--- src/rtl/pla_pkg.sv ---
// Shared constants and types for the pipelined PLA evaluator.
package pla_pkg;

  localparam int N_IN_DEF   = 8;
  localparam int N_OUT_DEF  = 27;
  localparam int N_TERM_DEF = 32;
  localparam int ACT_W      = 32;

  // One product term as seen at the default geometry.
  typedef struct packed {
    logic                 en;
    logic [N_IN_DEF-1:0]  mask;
    logic [N_IN_DEF-1:0]  val;
    logic [N_OUT_DEF-1:0] or_row;
  } term_t;

  // Term index width; a single-term PLA still gets a 1-bit address.
  function automatic int term_w(input int n);
    return (n > 1) ? $clog2(n) : 1;
  endfunction

endpackage

--- src/rtl/pla_and_plane.sv ---
// Combinational AND plane: one hit bit per enabled product term.
module pla_and_plane
  import pla_pkg::*;
#(
  parameter int N_IN   = N_IN_DEF,
  parameter int N_TERM = N_TERM_DEF
) (
  input  logic [N_IN-1:0]              in_data,
  input  logic [N_TERM-1:0]            term_en,
  input  logic [N_TERM-1:0][N_IN-1:0]  mask,
  input  logic [N_TERM-1:0][N_IN-1:0]  val,
  output logic [N_TERM-1:0]            hit
);

  // A term hits when every cared-for input matches its polarity; empty mask always hits.
  always_comb begin
    hit = '0;
    for (int unsigned t = 0; t < N_TERM; t++) begin
      hit[t] = term_en[t] && (((in_data ^ val[t]) & mask[t]) == '0);
    end
  end

endmodule

--- src/rtl/pla_eval_pipe.sv ---
// Two-stage pipelined PLA evaluator with a runtime-programmable AND/OR plane.
// Optional output-toggle activity counter enabled by defining PLA_ACT_CNT_EN.
module pla_eval_pipe
  import pla_pkg::*;
#(
  parameter  int N_IN   = N_IN_DEF,
  parameter  int N_OUT  = N_OUT_DEF,
  parameter  int N_TERM = N_TERM_DEF,
  localparam int TW     = term_w(N_TERM)
) (
  input  logic             clk,
  input  logic             rst,
  input  logic             cfg_we,
  input  logic [TW-1:0]    cfg_addr,
  input  logic [N_IN-1:0]  cfg_mask,
  input  logic [N_IN-1:0]  cfg_val,
  input  logic [N_OUT-1:0] cfg_or,
  output logic             cfg_ready,
  input  logic             in_valid,
  output logic             in_ready,
  input  logic [N_IN-1:0]  in_data,
  output logic             out_valid,
  input  logic             out_ready,
  output logic [N_OUT-1:0] out_data,
  input  logic             act_clr,
  output logic [ACT_W-1:0] act_cnt
);

  logic [N_TERM-1:0]            term_en;
  logic [N_TERM-1:0][N_IN-1:0]  mask_q;
  logic [N_TERM-1:0][N_IN-1:0]  val_q;
  logic [N_TERM-1:0][N_OUT-1:0] or_q;

  logic [N_TERM-1:0] hit;
  logic [N_TERM-1:0] s1_hit;
  logic              s1_valid;
  logic              s2_valid;
  logic [N_OUT-1:0]  or_res;
  logic              s2_free;
  logic              s1_load;
  logic              in_fire;
  logic              cfg_commit;

  // S1 may load when empty or when S2 can take its contents this cycle.
  assign s2_free    = !s2_valid || out_ready;
  assign s1_load    = !s1_valid || s2_free;
  assign in_ready   = !cfg_we && s1_load;
  assign in_fire    = in_valid && in_ready;
  assign cfg_ready  = !s1_valid && !s2_valid;
  assign cfg_commit = cfg_we && cfg_ready && (32'(cfg_addr) < N_TERM);
  assign out_valid  = s2_valid;

  pla_and_plane #(
    .N_IN   (N_IN),
    .N_TERM (N_TERM)
  ) u_and_plane (
    .in_data (in_data),
    .term_en (term_en),
    .mask    (mask_q),
    .val     (val_q),
    .hit     (hit)
  );

  // Term enables are the only plane state that reset must clear.
  always_ff @(posedge clk) begin
    if (rst) begin
      term_en <= '0;
    end else if (cfg_commit) begin
      term_en[cfg_addr] <= 1'b1;
    end
  end

  // Plane contents; pipeline is empty whenever a write commits.
  always_ff @(posedge clk) begin
    if (cfg_commit) begin
      mask_q[cfg_addr] <= cfg_mask;
      val_q[cfg_addr]  <= cfg_val;
      or_q[cfg_addr]   <= cfg_or;
    end
  end

  // OR plane over the registered hit vector.
  always_comb begin
    or_res = '0;
    for (int unsigned t = 0; t < N_TERM; t++) begin
      if (s1_hit[t]) or_res = or_res | or_q[t];
    end
  end

  // Stage 1: capture the hit vector of an accepted input.
  always_ff @(posedge clk) begin
    if (rst) begin
      s1_valid <= 1'b0;
    end else if (s1_load) begin
      s1_valid <= in_fire;
      if (in_fire) s1_hit <= hit;
    end
  end

  // Stage 2: result register, held while the consumer stalls.
  always_ff @(posedge clk) begin
    if (rst) begin
      s2_valid <= 1'b0;
      out_data <= '0;
    end else if (s2_free) begin
      s2_valid <= s1_valid;
      if (s1_valid) out_data <= or_res;
    end
  end

`ifdef PLA_ACT_CNT_EN
  logic [N_OUT-1:0] prev_out;
  logic [ACT_W-1:0] act_q;
  logic [ACT_W:0]   act_sum;
  logic             out_fire;

  assign out_fire = s2_valid && out_ready;
  assign act_sum  = {1'b0, act_q} + (ACT_W+1)'($countones(out_data ^ prev_out));
  assign act_cnt  = act_q;

  // Saturating toggle counter; clear takes priority over an increment in the same cycle.
  always_ff @(posedge clk) begin
    if (rst) begin
      act_q    <= '0;
      prev_out <= '0;
    end else begin
      if (out_fire) prev_out <= out_data;
      if (act_clr) begin
        act_q <= '0;
      end else if (out_fire) begin
        act_q <= act_sum[ACT_W] ? '1 : act_sum[ACT_W-1:0];
      end
    end
  end
`else
  logic unused_act_clr;
  assign unused_act_clr = act_clr;
  assign act_cnt        = '0;
`endif

endmodule

--- config.mk ---
export PLATFORM = sky130hd
export DESIGN_NAME = pla_eval_pipe
export DESIGN_NICKNAME = d
export VERILOG_FILES = /design/src/rtl/pla_pkg.sv /design/src/rtl/pla_and_plane.sv /design/src/rtl/pla_eval_pipe.sv
export SDC_FILE = /design/constraint.sdc
export NUM_CORES = 1
export LEC_CHECK = 0
export BUFFER_PORTS_ARGS = -buffer_cell sky130_fd_sc_hd__buf_2
export CORE_ASPECT_RATIO = 0.8
export CORE_MARGIN = 3
export CORE_UTILIZATION = 50
export DETAILED_ROUTE_END_ITERATION = 10
export GPL_ROUTABILITY_DRIVEN = 0
export PLACE_DENSITY = 0.66
export SLEW_MARGIN = 20
export SYNTH_ARGS = -nofsm -noshare
export SYNTH_HDL_FRONTEND = slang
export SYNTH_HIERARCHICAL = 1
export SYNTH_SLANG_ARGS = --single-unit
--- constraint.sdc ---
create_clock -name clk -period 4.23 [get_ports clk]
set_clock_uncertainty 0.05 [all_clocks]
set_input_delay 0.846 -clock clk [delete_from_list [all_inputs] [get_ports clk]]
set_output_delay 0.846 -clock clk [all_outputs]
set_load 0.005 [all_outputs]
### Yosys cells after proc, flatten, opt, wreduce, memory -nomap -nowiden

Index checks and enable logic that the tools add are counted.

* logic and storage cells: 317
* input port bits: 62
* output and inout port bits: 62
* flip-flop bits (word level): 1469

* magnitude comparators: 2
* bitwise operators: 97
* reductions and logical operators: 76
* multiplexer cells: 41

Operator list (count)
* $mux 27: 33
* $bwmux 864: 1
* $or 27x27->27: 31
* $bwmux 256: 2
* $and 8x8->8: 32
* $logic_not 8->1: 32
* $xor 8x8->8: 32
* $demux 27 s5: 1
* $demux 8 s5: 1
* $logic_and 1x1->1: 37
* $or 32x32->32: 1
* $mux 8: 1
* $lt 5x6->1 const B: 1
* $demux 1 s5: 1
* $ge 5x1->1 const B: 1
* $logic_not 1->1: 3
* $reduce_and 3->1: 1
* $logic_or 1x1->1: 2
* $reduce_and 2->1: 1
* $mux 1: 1
* $not 1->1: 1

### Longest topological paths before layout

* word-level depth: 63
* depth in mapped cells: 6
* mapped depth without buffers: 4

### Cells and area by module

Netlist, hierarchy kept.

Modules (own cells, without submodules)
* pla_eval_pipe: cells an instance 2319, area each 49288.5 um2, times used 1, seq. area each 43501.7 um2
* pla_and_plane: cells an instance 448, area each 3938.8 um2, times used 1, seq. area each 0.0 um2

### Least setup slack after synthesis

No wires, ideal clock.

* path kind: input-to-reg
* from: in cfg_addr[3]
* to: reg mask_q[32] in the netlist's numbering (enable)
* library setup time: 445 ps
* required time: 3735 ps
* setup slack: 530 ps
* data arrival time: 3205 ps
* buffers on the path: 0
* stages on the path: 2
* path through: or3b_2 -> nor2_1

RTL lines
* start: declaration: RTL line pla_eval_pipe.sv:14 `input logic [TW-1:0] cfg_addr,`
* end signal: indexed assignment: RTL line pla_eval_pipe.sv:76 `mask_q[cfg_addr] <= cfg_mask;`
* end: declaration: RTL line pla_eval_pipe.sv:30 `logic [N_TERM-1:0][N_IN-1:0] mask_q;`

### Worst setup path after layout

* from: reg s1_hit[24]
* to: reg out_data[25]

* cells in the longest elaborated chain, start to end: 15

Ends and longest elaborated chain
* start: declaration: RTL line pla_eval_pipe.sv:35 `logic [N_TERM-1:0] s1_hit;`
* start signal: assignment: RTL line pla_eval_pipe.sv:96 `if (in_fire) s1_hit <= hit;`
* $mux 27 (*): RTL line pla_eval_pipe.sv:86 `if (s1_hit[t]) or_res = or_res | or_q[t];`
* $or 27x27->27: RTL line pla_eval_pipe.sv:86
* $mux 27 (*): RTL line pla_eval_pipe.sv:86
* $or 27x27->27: RTL line pla_eval_pipe.sv:86
* $mux 27 (*): RTL line pla_eval_pipe.sv:86
* $or 27x27->27: RTL line pla_eval_pipe.sv:86
* $mux 27 (*): RTL line pla_eval_pipe.sv:86
* $or 27x27->27: RTL line pla_eval_pipe.sv:86
* $mux 27 (*): RTL line pla_eval_pipe.sv:86
* $or 27x27->27: RTL line pla_eval_pipe.sv:86
* $mux 27 (*): RTL line pla_eval_pipe.sv:86
* $or 27x27->27: RTL line pla_eval_pipe.sv:86
* $mux 27 (*): RTL line pla_eval_pipe.sv:86
* $or 27x27->27: RTL line pla_eval_pipe.sv:86
* $mux 27 (*): RTL line pla_eval_pipe.sv:86
* end signal: assignment: RTL line pla_eval_pipe.sv:107 `if (s1_valid) out_data <= or_res;`
* end: declaration: RTL line pla_eval_pipe.sv:24 `output logic [N_OUT-1:0] out_data,`

Mark *: on every way between the ends. The rest lies on a longest branch, timed or not.
A chain may end at the register's enable or synchronous reset.

==> flow_summary.ini <==
[timing]
grt_setup_unrepaired = false
timing.max_slew.rel_slack = 0.229
final_setup_violation_count = 0
final_max_slew_viol_count = 0
hold_violations = 0
fmax_mhz = 353
worst-slew-pin-transition_ps = 1160
final.period_utilization = 0.670
timing.setup.tns_ps = 0
hold_ws_ps = 240
post-route-min-period_ps = 2840

[synthesis]
ys_top_cells_by_count = 1408 x sky130_fd_sc_hd__edfxtp_1, 405 x sky130_fd_sc_hd__a22oi_1, 256 x sky130_fd_sc_hd__xor2_1
synth-compound-area-share = 0.0922
synth-main-ff-cell = sky130_fd_sc_hd__edfxtp_1
most_used_standard_cell_by_instance_count_after_synthesis = sky130_fd_sc_hd__edfxtp_1
synthMuxAreaShare = 0
yosysWarningCount = 6
synthAdderAreaFrac = 0
synth.largest_area_cell = sky130_fd_sc_hd__edfxtp_1
synth-async-reset-ratio = 0
synthDominantCellAreaShare = 0.794
dominant_combinational_cell_family_by_area_after_synthesis = compound AO/OA/AOI/OAI gates
synth_edf_count = 1408
post_synthesis_cell_count = 2767
postSynthRegisterBits = 1469
syn-cell-area_sq_um = 53200
synth-simple-area-share = 0.0273
netlist-cell-type-count = 42
yosys-top-cells-area = sky130_fd_sc_hd__edfxtp_1 79%, sky130_fd_sc_hd__a22oi_1 5.7%, sky130_fd_sc_hd__xor2_1 4.2%
synth_area_per_cell_sq_um = 19.2
synth_seq_area_share = 0.817
share_of_the_synthesized_netlist_area_taken_by_xor_and_xnor_gates = 0.0421

[critical_path]
crit_path_class = reg2reg
crit_path_cell_trace = buf_4, a22oi_1, nand4_1, nor4_1, a31oi_1
critPathLaunch = s1_hit[24]
cpLargestDelayFamily = simple AND/OR/NAND/NOR gates
worst_path_largest_cell_delay_ps = 870
timing.critical_path.from_type = flop
rrSetupSlack_ps = 1390
rr_endpoint = out_data[25]
worstPathBufferInverterCount = 1
reg_to_reg_start = s1_hit[24]
crit_path_slowest_cell = sky130_fd_sc_hd__nor4_1
cp_data_required_time_ps = 4770
cp.depth = 5
setup.worst_path.end_class = flop
largest_fanout_of_any_net_on_the_critical_path = 17
data_arrival_time_of_the_critical_path_ps = 3380
r2r.worst_path.cells = 5

[grt]
grt_max_degree = 45
gr-total-overflow = 0
global_route_wire_length_before_repair_um = 196000
global_route.usage.met3 = 0.0710
grt_antenna_before_repair = 8
vias_in_the_first_global_route = 28100
gr-usage-met2 = 0.395
globalRoute.busiestLayer = met2
gr-usage-all-layers = 0.250
grt_util_met1 = 0.339

[cts]
post_cts_buffers = 0
max-clock-path-buffers = 3
cts_tree = built
cts-hold-fix-buffers = 0
cts.clk_slew.worst_paths_ps = 60
worstSkewPairLatency_ps = 740
cts_root_buf = sky130_fd_sc_hd__clkbuf_16
number_of_buffers_added_by_the_clock_tree_synthesis_step = 142
ctsHtreeMaxLevel = 4
cts_repair_resize_count = 0
cts_sinks = 1469

[layout]
seq_area_sq_um = 43500
final_net_count = 3014
fillerInstances = 7630
post_route_cells_drive_above_1_share = 0.150
multi_input_area_sq_um = 8960
area_delta_synth_final_pct = 13.1

[drt]
drt-total-wl_um = 139000
dr_total_vias = 28100
antenna_violating_nets_remaining = 0
detail_route.wl_per_cell_um = 31.1
detail_route.iter0.violations = 4244
drc_errors = 0
vias_per_cell = 6.27
dr.pass1.iters = 6

[placement]
place.port_buffers = 90
detailedPlacementHpwl_um = 74800

[min_path]
min_to = out_valid
hold_start = rst
worstHoldPathType = in2reg
timing.hold.worst_path_depth = 2

[floorplanning]
placeableCoreArea_sq_um = 105000
die-width_um = 371
floorplan.die_area_sq_um = 110000
initial_core_util = 0.507
rows = 106
io_pins = 124
dieHeight_um = 298

[power]
power.ir.vdd_worst_mv = 0.378
static-leakage-power_nw = 19.5
power.density_cell_area_nw_per_um2 = 486

[outcome]
status = finished clean

[flow_run]
max_cap_violations = 0
[routing by layer]
layer  up-vias  part of all wire
met1     14400              0.39
met2      1733              0.47
met5         -           0.00019
li1      11700                 -
met4         4             0.027
met3       249              0.12
[state kept, by name (all words and copies together) (netlist names)]
signal     flops
val_q        256
mask_q       256
term_en       32
out_valid      1
s1_valid       1
or_q         864
out_data      27
s1_hit        32
[cell families after synthesis]
family | Yosys count
DFF | 1469
buffers and inverters | 173
and+or+nand+nor | 251
AOI/OAI and AO/OA | 617
other | 1
xor gates and xnor gates | 256
[worst reg2reg max path: stages, from the launching register on]
cell	delay (ps)
sky130_fd_sc_hd__edfxtp_1	840
sky130_fd_sc_hd__buf_4	420
sky130_fd_sc_hd__a22oi_1	190
sky130_fd_sc_hd__nand4_1	130
sky130_fd_sc_hd__nor4_1	870
sky130_fd_sc_hd__a31oi_1	190
[placed cells by master, fill, tap and decap left out, types with 33 or more instances in the layout]
| cell | Yosys | layout |
|---|---|---|
| sky130_fd_sc_hd__edfxtp_1 | 1408 | 1408 |
| sky130_fd_sc_hd__a22oi_1 | 405 | 405 |
| sky130_fd_sc_hd__xor2_1 | 256 | 256 |
| sky130_fd_sc_hd__clkbuf_16 | 0 | 145 |
| sky130_fd_sc_hd__buf_2 | 96 | 90 |
| sky130_fd_sc_hd__nand4_1 | 81 | 81 |
| sky130_fd_sc_hd__buf_4 | 38 | 67 |
| sky130_fd_sc_hd__nand2_1 | 61 | 61 |
| sky130_fd_sc_hd__dfxtp_1 | 61 | 61 |
| sky130_fd_sc_hd__nor2_4 | 1 | 33 |
[final cells by class]
cell class | count | area share
antenna | 4 | 0.000166
clock buffer | 186 | 0.0650
clock inverter | 76 | 0.0107
inverter | 2 | 0.000125
multi-input combinational | 1156 | 0.149
sequential | 1469 | 0.722
tap | 1404 | 0.0292
timing repair buffer | 181 | 0.0237
[metrics by stage]
stage / power, mW / std cells / setup WS [ps] / area, sq um / util
after global routing: 30.1 / 4475 / 1420 / 60200 / 0.573
final: 29.3 / 4478 / 1390 / 60200 / 0.573
after detailed placement: 17.3 / 4212 / 960 / 55700 / 0.530
after global placement: 17.3 / 4211 / 1010 / 55600 / 0.530
after CTS: 29.4 / 4474 / 1470 / 60200 / 0.573
after floorplan: 16.8 / 2798 / 530 / 53300 / -
[power breakdown]
group / switching [mW] / total (mW) / internal (mW) / leakage [nW]
Combinational: 0.679 / 0.893 / 0.214 / 4.07
Clock: 5.30 / 12.3 / 6.99 / 2.24
Sequential: 0.0648 / 16.1 / 16.0 / 13.2
Total: 6.04 / 29.3 / 23.2 / 19.5
[how the worst max path moves through the flow]
stage | endpoint | slack, ps
global placement | or_q[151] | 1010
finish | out_data[25] | 1390
CTS | out_data[25] | 1470
global route | or_q[135] | 1420
detailed placement | or_q[154] | 960
floorplan | mask_q[32] | 530
Power figures use the tool's default switching activity.
